$ cat src/rtl/execute_stage_pkg.sv
// Shared definitions for the EX stage: ISA opcodes, flag bit positions and
// the saturation limits used by the ALU.
package execute_stage_pkg;
  localparam logic [3:0] OP_ADD    = 4'h0;
  localparam logic [3:0] OP_SUB    = 4'h1;
  localparam logic [3:0] OP_XOR    = 4'h2;
  localparam logic [3:0] OP_RED    = 4'h3;
  localparam logic [3:0] OP_SLL    = 4'h4;
  localparam logic [3:0] OP_SRA    = 4'h5;
  localparam logic [3:0] OP_ROR    = 4'h6;
  localparam logic [3:0] OP_PADDSB = 4'h7;
  localparam logic [3:0] OP_LW     = 4'h8;
  localparam logic [3:0] OP_SW     = 4'h9;
  localparam logic [3:0] OP_LHB    = 4'hA;
  localparam logic [3:0] OP_LLB    = 4'hB;
  localparam logic [3:0] OP_B      = 4'hC;
  localparam logic [3:0] OP_BR     = 4'hD;
  localparam logic [3:0] OP_PCS    = 4'hE;
  localparam logic [3:0] OP_HLT    = 4'hF;

  localparam int FLG_Z = 2;
  localparam int FLG_V = 1;
  localparam int FLG_N = 0;

  localparam logic [15:0] SAT16_MAX = 16'h7FFF;
  localparam logic [15:0] SAT16_MIN = 16'h8000;
  localparam logic [3:0]  SAT4_MAX  = 4'h7;
  localparam logic [3:0]  SAT4_MIN  = 4'h8;
endpackage

$ cat src/rtl/execute_stage_alu_16.sv
// Combinational 16-bit ALU / address unit; also reports which of the Z/V/N
// flags the opcode is allowed to write and their new values.
module alu_16
  import execute_stage_pkg::*;
(
  input  logic [3:0]  i_opcode,
  input  logic [15:0] i_a,
  input  logic [15:0] i_b,
  input  logic [15:0] i_imm,
  output logic [15:0] o_result,
  output logic [2:0]  o_flags,
  output logic [2:0]  o_flag_wr_mask
);
  logic [16:0] w_sum, w_diff;
  logic        w_add_ovf, w_sub_ovf;
  logic [15:0] w_add_sat, w_sub_sat, w_sll, w_sra, w_ror, w_paddsb;
  logic [9:0]  w_red;

  // One extra sign bit: overflow shows up as the top two bits disagreeing.
  assign w_sum     = {i_a[15], i_a} + {i_b[15], i_b};
  assign w_diff    = {i_a[15], i_a} - {i_b[15], i_b};
  assign w_add_ovf = w_sum[16] ^ w_sum[15];
  assign w_sub_ovf = w_diff[16] ^ w_diff[15];
  assign w_add_sat = w_add_ovf ? (w_sum[16] ? SAT16_MIN : SAT16_MAX) : w_sum[15:0];
  assign w_sub_sat = w_sub_ovf ? (w_diff[16] ? SAT16_MIN : SAT16_MAX) : w_diff[15:0];

  assign w_red = {{2{i_a[15]}}, i_a[15:8]} + {{2{i_b[15]}}, i_b[15:8]}
               + {{2{i_a[7]}}, i_a[7:0]}   + {{2{i_b[7]}}, i_b[7:0]};

  assign w_sll = i_a << i_imm[3:0];
  assign w_sra = $signed(i_a) >>> i_imm[3:0];
  assign w_ror = (i_a >> i_imm[3:0]) | (i_a << (5'd16 - {1'b0, i_imm[3:0]}));

  for (genvar g = 0; g < 4; g++) begin : g_nib
    logic [4:0] w_ns;
    assign w_ns = {i_a[4*g+3], i_a[4*g +: 4]} + {i_b[4*g+3], i_b[4*g +: 4]};
    assign w_paddsb[4*g +: 4] = (w_ns[4] ^ w_ns[3]) ? (w_ns[4] ? SAT4_MIN : SAT4_MAX) : w_ns[3:0];
  end

  always_comb begin
    o_result       = i_a;
    o_flag_wr_mask = 3'b000;
    case (i_opcode)
      OP_ADD:    begin o_result = w_add_sat; o_flag_wr_mask = 3'b111; end
      OP_SUB:    begin o_result = w_sub_sat; o_flag_wr_mask = 3'b111; end
      OP_XOR:    begin o_result = i_a ^ i_b; o_flag_wr_mask[FLG_Z] = 1'b1; end
      OP_RED:    o_result = {{6{w_red[9]}}, w_red};
      OP_SLL:    begin o_result = w_sll; o_flag_wr_mask[FLG_Z] = 1'b1; end
      OP_SRA:    begin o_result = w_sra; o_flag_wr_mask[FLG_Z] = 1'b1; end
      OP_ROR:    begin o_result = w_ror; o_flag_wr_mask[FLG_Z] = 1'b1; end
      OP_PADDSB: o_result = w_paddsb;
      OP_LW, OP_SW: o_result = (i_a & 16'hFFFE) + (i_imm << 1);
      OP_LHB:    o_result = (i_a & 16'h00FF) | {i_imm[7:0], 8'h00};
      OP_LLB:    o_result = (i_a & 16'hFF00) | {8'h00, i_imm[7:0]};
      OP_B, OP_BR, OP_PCS, OP_HLT: o_result = i_a;
      default:   o_result = i_a;
    endcase
  end

  always_comb begin
    o_flags         = 3'b000;
    o_flags[FLG_Z]  = (o_result == 16'h0000);
    o_flags[FLG_V]  = (i_opcode == OP_SUB) ? w_sub_ovf : w_add_ovf;
    o_flags[FLG_N]  = o_result[15];
  end
endmodule

$ cat src/rtl/execute_stage.sv
// EX stage: operand forwarding, ALU, Z/V/N flag register and the X/M pipeline
// register. Results land one edge after the op is presented; stall holds, flush wins.
module execute_stage
  import execute_stage_pkg::*;
#(
  parameter int DW = 16,
  parameter int RW = 4
) (
  input  logic          clk,
  input  logic          rst_n,
  input  logic          stall_en,
  input  logic          flush,
  input  logic [3:0]    opcode_in,
  input  logic [DW-1:0] rd1_in,
  input  logic [DW-1:0] rd2_in,
  input  logic [DW-1:0] sign_ext_in,
  input  logic [RW-1:0] dstReg_in,
  input  logic [RW-1:0] srcReg1_in,
  input  logic [RW-1:0] srcReg2_in,
  input  logic          is_LLB_or_LHB_in,
  input  logic          regwrite_in,
  input  logic          memread_in,
  input  logic          memwrite_in,
  input  logic          memwb_regwrite,
  input  logic [RW-1:0] memwb_dstReg,
  input  logic [DW-1:0] memwb_data,
  output logic [DW-1:0] alu_result_out,
  output logic [DW-1:0] store_data_out,
  output logic [RW-1:0] dstReg_out,
  output logic          regwrite_out,
  output logic          memread_out,
  output logic          memwrite_out,
  output logic [2:0]    flags_out
);
  logic [DW-1:0] r_alu_result, r_store_data;
  logic [RW-1:0] r_dst;
  logic          r_regwrite, r_memread, r_memwrite;
  logic [2:0]    r_flags;

  logic [RW-1:0] w_src_a;
  logic          w_a_xm, w_a_mw, w_b_xm, w_b_mw;
  logic [DW-1:0] w_op_a, w_op_b, w_result;
  logic [2:0]    w_flags, w_mask;

  // For LLB/LHB the A operand is the old destination value.
  assign w_src_a = is_LLB_or_LHB_in ? dstReg_in : srcReg1_in;

  // Loads are never forwarded from X/M; the hazard unit stalls load-use.
  assign w_a_xm = r_regwrite && !r_memread && (r_dst == w_src_a) && (w_src_a != '0);
  assign w_a_mw = memwb_regwrite && (memwb_dstReg == w_src_a) && (w_src_a != '0);
  assign w_b_xm = r_regwrite && !r_memread && (r_dst == srcReg2_in) && (srcReg2_in != '0);
  assign w_b_mw = memwb_regwrite && (memwb_dstReg == srcReg2_in) && (srcReg2_in != '0);

  assign w_op_a = w_a_xm ? r_alu_result : (w_a_mw ? memwb_data : rd1_in);
  assign w_op_b = w_b_xm ? r_alu_result : (w_b_mw ? memwb_data : rd2_in);

  alu_16 u_alu (
    .i_opcode       (opcode_in),
    .i_a            (w_op_a),
    .i_b            (w_op_b),
    .i_imm          (sign_ext_in),
    .o_result       (w_result),
    .o_flags        (w_flags),
    .o_flag_wr_mask (w_mask)
  );

  always_ff @(posedge clk) begin
    if (!rst_n || flush) begin
      r_alu_result <= '0;
      r_store_data <= '0;
      r_dst        <= '0;
      r_regwrite   <= 1'b0;
      r_memread    <= 1'b0;
      r_memwrite   <= 1'b0;
    end else if (!stall_en) begin
      r_alu_result <= w_result;
      r_store_data <= w_op_b;
      r_dst        <= dstReg_in;
      r_regwrite   <= regwrite_in;
      r_memread    <= memread_in;
      r_memwrite   <= memwrite_in;
    end
  end

  always_ff @(posedge clk) begin
    if (!rst_n) begin
      r_flags <= 3'b000;
    end else if (!flush && !stall_en) begin
      r_flags <= (r_flags & ~w_mask) | (w_flags & w_mask);
    end
  end

  assign alu_result_out = r_alu_result;
  assign store_data_out = r_store_data;
  assign dstReg_out     = r_dst;
  assign regwrite_out   = r_regwrite;
  assign memread_out    = r_memread;
  assign memwrite_out   = r_memwrite;
  assign flags_out      = r_flags;
endmodule

$ cat config.mk
export PLATFORM = sky130hd
export DESIGN_NAME = execute_stage
export DESIGN_NICKNAME = d
export VERILOG_FILES = /design/src/rtl/execute_stage_pkg.sv /design/src/rtl/execute_stage_alu_16.sv /design/src/rtl/execute_stage.sv
export SDC_FILE = /design/constraint.sdc
export NUM_CORES = 1
export LEC_CHECK = 0
export ABC_CLOCK_PERIOD_IN_PS = 9800
export CORE_MARGIN = 3
export CORE_UTILIZATION = 50
export DETAILED_ROUTE_END_ITERATION = 7
export DONT_BUFFER_PORTS = 1
export PLACE_DENSITY = 0.63
export SYNTH_ARGS = -nofsm -noshare
export SYNTH_HDL_FRONTEND = slang
export SYNTH_HIERARCHICAL = 1
export SYNTH_SLANG_ARGS = --single-unit
$ cat constraint.sdc
create_clock -name clk -period 9.8 [get_ports clk]
set_input_delay 0.98 -clock clk [delete_from_list [all_inputs] [get_ports clk]]
set_output_delay 0.98 -clock clk [all_outputs]
set_load 0.005 [all_outputs]
Word-level counts from Yosys, hierarchy flattened
Index checks and enable logic that the tools add are counted.
{"block": "totals", "word_cells": 99, "ff_bits": 42, "inputBits": 93}
{"block": "classes", "shifts": 4, "mux": 21, "eq_ne": 19, "bitwise": 14, "add_sub_neg": 11, "reduce_logical": 23}
{"op": "16-bit case mux with 12 select lines", "n": 1}
{"op": "16-bit two-way mux", "n": 8}
{"op": "4-bit two-way mux", "n": 9}
{"op": "4-bit == test (second input constant)", "n": 8}
{"op": "4-bit by 4-bit adder with 5-bit output", "n": 4}
{"op": "16-bit by 16-bit adder with 17-bit output", "n": 1}
{"op": "16-bit by 16-bit subtractor with 17-bit output", "n": 1}
{"op": "16-bit adder", "n": 1}
{"op": "4-bit by 3-bit == test with 1-bit output (second input constant)", "n": 4}
{"op": "4-bit == test", "n": 4}
{"op": "16-bit logical NOT", "n": 1}
{"op": "16-bit OR", "n": 1}
{"op": "16-bit by 8-bit OR with 16-bit output", "n": 1}
{"op": "8-bit by 16-bit OR with 16-bit output", "n": 1}
{"op": "16-bit by 4-bit << shifter with 16-bit output", "n": 1}
{"op": "16-bit by 5-bit << shifter with 16-bit output", "n": 1}
{"op": "16-bit by 4-bit >> shifter with 16-bit output", "n": 1}
{"op": "16-bit by 4-bit >>> shifter with 16-bit output", "n": 1}
{"op": "16-bit bitwise XOR", "n": 1}
{"op": "10-bit adder", "n": 1}
{"op": "9-bit by 8-bit adder with 10-bit output", "n": 1}
{"op": "1-bit logical AND", "n": 10}
{"op": "8-bit by 8-bit adder with 9-bit output", "n": 1}
{"op": "4-bit by 2-bit == test with 1-bit output (second input constant)", "n": 2}
{"op": "other kinds (15)", "n": 27}

Longest topological paths before layout
Gate-level depths: netlist of run 1.
{"block": "logic_depth", "word_depth": 13, "mapped_depth": 32, "depth_no_buf": 28}

Modules after synthesis
Netlist of run 1, hierarchy kept.
{"mod": "alu_16", "area_per_inst_um2": 7059.3, "cells_each": 991, "instances": 1}
{"mod": "execute_stage", "area_per_inst_um2": 2621.3, "cells_each": 348, "instances": 1}

Least setup slack after synthesis of run 1
No wires, ideal clock.
{"block": "synth_path", "kind": "in2reg", "start": "input port is_LLB_or_LHB_in", "end": "register with a tool-made name", "cell_stages": 29, "slack_ns": 2.774, "arrival_time_ns": 6.950, "setup_ns": 0.076, "n_path_buf": 2, "cell_sequence": "buf_6 > mux2i_2 > xnor2_1 > or4_4 > clkbuf_1 > or3_1 > a31oi_1 > ha_1 > nand2b_1 > a21oi_1 > o31ai_1 > a21oi_1 > a21oi_1 > o21bai_1 > a21o_1 > a21oi_1 > xnor2_1 > ha_1 > nand3b_1 > o2111ai_1 > a311o_1 > or4b_4 > o2bb2ai_2 > o2111ai_1 > nor3_2 > nand4b_1 > nor3_2 > nand3_1 > a21boi_0"}
{"element": "from (decl)", "line_no": "execute_stage.sv:20", "source": "input logic is_LLB_or_LHB_in,"}

==> results of run 1 <==
## cell type report
class	count	area, um^2
antenna	1	2.50
clock buffer	6	139
fill	1979	9000
inverter	86	323
multi-input combinational	1103	8090
sequential	42	841
tap	260	325
timing repair buffer	24	180
## cell families after synthesis
group | after synthesis
buffers and inverters | 194
multiplexers | 98
flip-flops | 42
AO/OA/AOI/OAI | 396
adder cells (fa/ha/maj) | 84
XOR/XNOR | 63
AND/OR/NAND/NOR | 462
## worst paths after layout
path                                  startpoint        end  slack [ns]
worst max-delay path            is_LLB_or_LHB_in  flip-flop        1.66
worst min-delay path                   flip-flop  flip-flop        0.49
worst max register to register     dstReg_out[1]  flip-flop        2.14
worst min register to register         flip-flop  flip-flop        0.49
## layer usage
| metal | share of wire [%] | wire length [um] |
|---|---|---|
| met1 | 38 | 14800 |
| met5 | 0 | 0 |
| met3 | 11 | 4080 |
| met4 | 6.0 | 2340 |
| met2 | 45 | 17500 |
## worst max-delay path: cells and delay by family
| family | cells | cell delay [ns] |
|---|---|---|
| AO/OA/AOI/OAI | 14 | 2.99 |
| AND/OR/NAND/NOR | 8 | 2.53 |
| adder cells (fa/ha/maj) | 2 | 1.05 |
| buffers and inverters | 1 | 0.32 |
| multiplexers | 1 | 0.25 |
| XOR/XNOR | 2 | 0.20 |
## cell usage in the layout (no fill, tap or decap), types with 19 or more instances in the layout
cell type,instances
a211oi_1,30
a21oi_1,71
a31oi_1,27
buf_4,24
dfxtp_1,42
fa_1,23
ha_1,60
inv_1,83
mux2i_1,61
mux4_2,23
nand2_1,100
nand2b_1,19
nor2_1,151
nor3_1,61
o21a_1,20
o21ai_0,76
or3_1,26
xnor2_1,41
xor2_1,22
## power breakdown
group	leakage, nW	internal, mW	total (mW)	switching (mW)
registers	0.342	0.178	0.188	0.00941
clock network	0.0688	0.0986	0.165	0.0664
logic	3.45	0.301	0.771	0.471
total	3.86	0.577	1.12	0.547
## state kept, by name, indices dropped and copies added (netlist names), named ones only
name / cells
alu_result_out: 16
dstReg_out: 4
memwrite_out: 1
regwrite_out: 1
store_data_out: 16
memread_out: 1
## cell usage after synthesis (23+ instances only)
library cell and count:
a21oi_1 71, inv_1 83, fa_1 23, dfxtp_1 42, mux2i_1 61, mux4_2 23
clkbuf_1 70, xnor2_1 41, nand2_1 100, a211oi_1 30, a31oi_1 31, ha_1 60
nor2_1 151, or3_1 26, nor3_1 62, o21ai_0 76
## metrics by stage
stage | cells | setup slack [ns] | power, mW | cell area, um^2
final | 1522 | 1.66 | 1.12 | 9900
after global routing | 1521 | 1.27 | 1.20 | 9890
after CTS | 1521 | 1.85 | 1.10 | 9890
after detailed placement | 1515 | 1.57 | 0.936 | 9760
after global placement | 1515 | 1.64 | 0.931 | 9760
after floorplan | 1339 | 2.77 | 0.766 | 9680
==> impl_metrics.json, run 1 <==
{
  "finalClockSkew_ns": 0.00641,
  "dp_hpwl_um": 29700,
  "syn_area_per_cell_um2": 7.23,
  "cellLeakagePower_nw": 3.86,
  "setup_tns_ns": 0,
  "vias": 10400,
  "ys_seq_area_share_pct": 8.69,
  "ys_ff_latch": 42,
  "timing.final.crit_share_pct": 83.1,
  "drive_gt1_share_pct": 8.01,
  "cp.arrival_ns": 8.36,
  "crit_type": "input port to flip-flop",
  "start_kind": "input port",
  "place.gp.congestion": 1.02,
  "synth_top_family_by_area": "compound AO/OA/AOI/OAI gates",
  "final_core_util_pct": 52.4,
  "synth_xor_area_share_pct": 5.70,
  "rows": 50,
  "cts_buffer_depth": 2,
  "synth_nets": 1515,
  "power.density_mw_per_mm2": 114,
  "crit_path_frequent_cell": "a21oi_1",
  "synth.yosys.warnings": 6,
  "synth_area_leaders": "dfxtp_1 8.7%, ha_1 7.8%, mux2i_1 6.3%, nor2_1 5.9%, mux4_2 5.4%",
  "ctsHoldBuffers": 0,
  "clk_latency_ns": 0.28,
  "port_buffers": 0,
  "die_w_um": 145,
  "ant_nets": 0,
  "syn_inst": 1339,
  "drtIter0Drc": 1208,
  "rsz0062_at_grt": "no",
  "die_y_um": 145,
  "wl_um": 38700,
  "design.core.area_mm2": 0.0189,
  "synthSimpleGateAreaFrac_pct": 23.3,
  "yosysTopAreaCellShare_pct": 8.69,
  "fmax_mhz": 123,
  "grt_pass1_wl_um": 59300,
  "grt_use_total_pct": 35.0,
  "worst-slew-pin-transition_ns": 1.05,
  "wl_per_cell_um": 25.4,
  "critPathRequiredTime_ns": 10.01,
  "cts_max_level": 2,
  "cts_tree": "yes",
  "use_met1_pct": 43.6,
  "gr-usage-met3_pct": 7.15,
  "ir_drop_mv": 0.124,
  "grt_pass1_vias": 10100,
  "cts.repair.resized": 0,
  "clk_pin_slew_worst_paths_ns": 0.06,
  "max_stage_delay_ns": 0.67,
  "cp-end-kind": "flip-flop",
  "grt_antenna_before_repair": 0,
  "whs_ns": 0.489,
  "period_minus_slack_ns": 8.14,
  "dieArea_mm2": 0.0211,
  "report.final.setup_viol": 0,
  "gr-total-overflow": 0,
  "reg2regPathDepth": 27,
  "synth.largest_area_cell": "dfxtp_1",
  "viasPerCell": 6.85,
  "finalMaxSlewViolations": 0,
  "start_util_pct": 51.2,
  "synth_compound_area_share_pct": 28.0,
  "async_reset_ff_share_pct": 0,
  "slowest_stage": "or4_4",
  "synth_edf_count": 0,
  "relSlewSlack_pct": 29.6,
  "drv_cap": 0,
  "status": "finished clean",
  "grt_max_degree": 57,
  "synth_cell_types": 85,
  "synth-main-ff-cell": "dfxtp_1",
  "holdPathStages": 2,
  "finalHoldViolations": 0,
  "cts_sinks": 42,
  "hp-class": "flip-flop to flip-flop",
  "io_pins": 135,
  "gr-max-usage-layer": "met2",
  "synthAdderAreaFrac_pct": 12.6,
  "syn-cell-area_mm2": 0.00968,
  "area_growth_pct": 2.24,
  "numCtsBuffers": 5,
  "drc": 0,
  "post_cts_buffers": 0,
  "use_met2_pct": 57.6,
  "fin_nets": 1438,
  "cp_max_fo": 17,
  "firstDrtPassIters": 7,
  "muxShareOfSynthArea_pct": 13.4,
  "clock-root-buffer": "clkbuf_16"
}
(Power assumes the default switching activity.)
==> run 2, diff against run 1 <==
- ABC_CLOCK_PERIOD_IN_PS: 9800 -> 7600
- clock period: 9.8 -> 7.6 ns (I/O delays scaled with it)
==> impl_metrics.json, run 2 (synthesized netlist as in run 1, its figures left out) <==
{
  "cts_buffer_depth": 2,
  "start_kind": "input port",
  "final_common_cell": "nor2_1",
  "critPathRequiredTime_ns": 7.81,
  "power_mw": 1.56,
  "cp_cell_sequence": "mux2i_2 -> xnor2_1 -> or4_4 -> or3_1 -> a31oi_1 -> buf_4 -> inv_1 -> fa_1 -> fa_1 -> inv_1 -> ha_1 -> inv_1 -> fa_1 -> nor2b_1 -> o31a_1 -> o22ai_1 -> a311o_1 -> a211oi_1 -> a31oi_1 -> nor4_1 -> nand4b_1 -> nor3_2 -> nand3_1 -> a21boi_0",
  "report.final.setup_viol": 0,
  "cts_max_level": 2,
  "place.gp.congestion": 1.02,
  "numCtsBuffers": 5,
  "ant_nets": 0,
  "grt_use_total_pct": 35.4,
  "start_util_pct": 51.2,
  "gr-total-overflow": 0,
  "fmax_mhz": 139,
  "worst-slew-pin-transition_ns": 1.07,
  "critPathLaunch": "is_LLB_or_LHB_in",
  "clk_latency_ns": 0.29,
  "multiInputGateArea_mm2": 0.00808,
  "final_core_util_pct": 53.6,
  "period_minus_slack_ns": 7.18,
  "grt_pass1_wl_um": 59600,
  "firstDrtPassIters": 7,
  "finalHoldViolations": 0,
  "cts.repair.resized": 0,
  "ctsHoldBuffers": 0,
  "final_cell_mix": "151 x nor2_1, 100 x nand2_1, 83 x inv_1",
  "pwr-share-clk_pct": 18.5,
  "io_pins": 135,
  "hp-class": "flip-flop to flip-flop",
  "area_growth_pct": 4.52,
  "rr_startpoint": "dstReg_out[1]",
  "relSlewSlack_pct": 28.1,
  "crit_type": "input port to flip-flop",
  "grt_max_degree": 57,
  "viasPerCell": 6.77,
  "cp-end-kind": "flip-flop",
  "post_cts_buffers": 0,
  "drtIter0Drc": 959,
  "port_buffers": 0,
  "drive_gt1_share_pct": 9.80,
  "timing.final.crit_share_pct": 94.5,
  "net-switching-power_mw": 0.730,
  "p_int_mw": 0.831,
  "dp_hpwl_um": 30600,
  "setup_tns_ns": 0,
  "cp.arrival_ns": 7.39,
  "n_antenna_cell": 0,
  "max_stage_delay_ns": 0.67,
  "vias": 10500,
  "cts_tree": "yes",
  "status": "finished clean",
  "dieArea_mm2": 0.0211,
  "fill_cells": 1941,
  "drc": 0,
  "clock-root-buffer": "clkbuf_16",
  "finalMaxSlewViolations": 0,
  "rows": 50,
  "slowest_stage": "or4_4",
  "ir_drop_mv": 0.148,
  "power.density_mw_per_mm2": 154,
  "p_seq_share_pct": 15.5,
  "cp_max_fo": 32,
  "p_comb_share_pct": 66.0,
  "drv_cap": 0,
  "p_sw_share_pct": 46.8,
  "cellLeakagePower_nw": 4.00,
  "grt_antenna_before_repair": 0,
  "seqCellArea_um2": 841,
  "die_w_um": 145,
  "finalClockSkew_ns": 0.00775,
  "fin_nets": 1461,
  "wl_per_cell_um": 25.3,
  "grt_pass1_vias": 10100,
  "cts_sinks": 42,
  "clk_pin_slew_worst_paths_ns": 0.06,
  "design.core.area_mm2": 0.0189,
  "die_y_um": 145,
  "wl_um": 39100,
  "rsz0062_at_grt": "no"
}
==> run 2: changes by cell type in the layout (fill, tap and decap cells not counted), sizes merged <==
cell and delta:
buf +23, diode -1, bufinv +2
==> run 2: critical path, delay by kind of cell <==
kind	cells	cell delay (ns)
AND/OR/NAND/NOR	7	2.12
AO/OA/AOI/OAI	7	2.03
adder cells (fa/ha/maj)	4	1.56
buffers and inverters	4	0.55
multiplexers	1	0.25
XOR/XNOR	1	0.10
==> run 2: final timing paths <==
path	endpoint	slack [ns]	cells past startpoint
max reg2reg	flip-flop	0.45	28
max	flip-flop	0.42	24
min reg2reg	flip-flop	0.48	2
min	flip-flop	0.48	2
==> run 2: layer usage <==
layer / vias to the layer above / share of wire, % / GRT usage [%]
met2: 582 / 45 / 57.7
met1: 4916 / 40 / 45.6
met5: - / 0 / 0
met3: 132 / 8.7 / 4.97
li1: 4829 / - / -
met4: 0 / 6.1 / 18.6
==> run 2: area by class of cell <==
class | count | area share (%)
Multi-Input combinational cell | 1103 | 79.8
Sequential cell | 42 | 8.31
Timing Repair Buffer | 47 | 3.49
Tap cell | 260 | 3.22
Inverter | 86 | 3.19
Clock buffer | 6 | 1.37
Clock inverter | 2 | 0.594
==> run 2: per-stage QoR <==
stage / setup WS, ns / area [um^2] / std cells / hold slack, ns
detailed placement: 0.255 / 9920 / 1538 / 0.480
global route: 0.0110 / 10100 / 1546 / 0.521
CTS: 0.502 / 10100 / 1546 / 0.488
floorplan: 0.794 / 9680 / 1339 / 0.460
global placement: 0.319 / 9920 / 1538 / 0.473
finish: 0.417 / 10100 / 1546 / 0.484
==> run 2: power groups by stage <==
stage / sequential [mW] / combinational, mW / clock [mW]
after CTS: 0.242 / 1.00 / 0.294
final: 0.242 / 1.03 / 0.289
after floorplan: 0.243 / 0.745 / 0
after global placement: 0.247 / 0.991 / 0
after global routing: 0.243 / 1.11 / 0.298
after detailed placement: 0.247 / 0.997 / 0
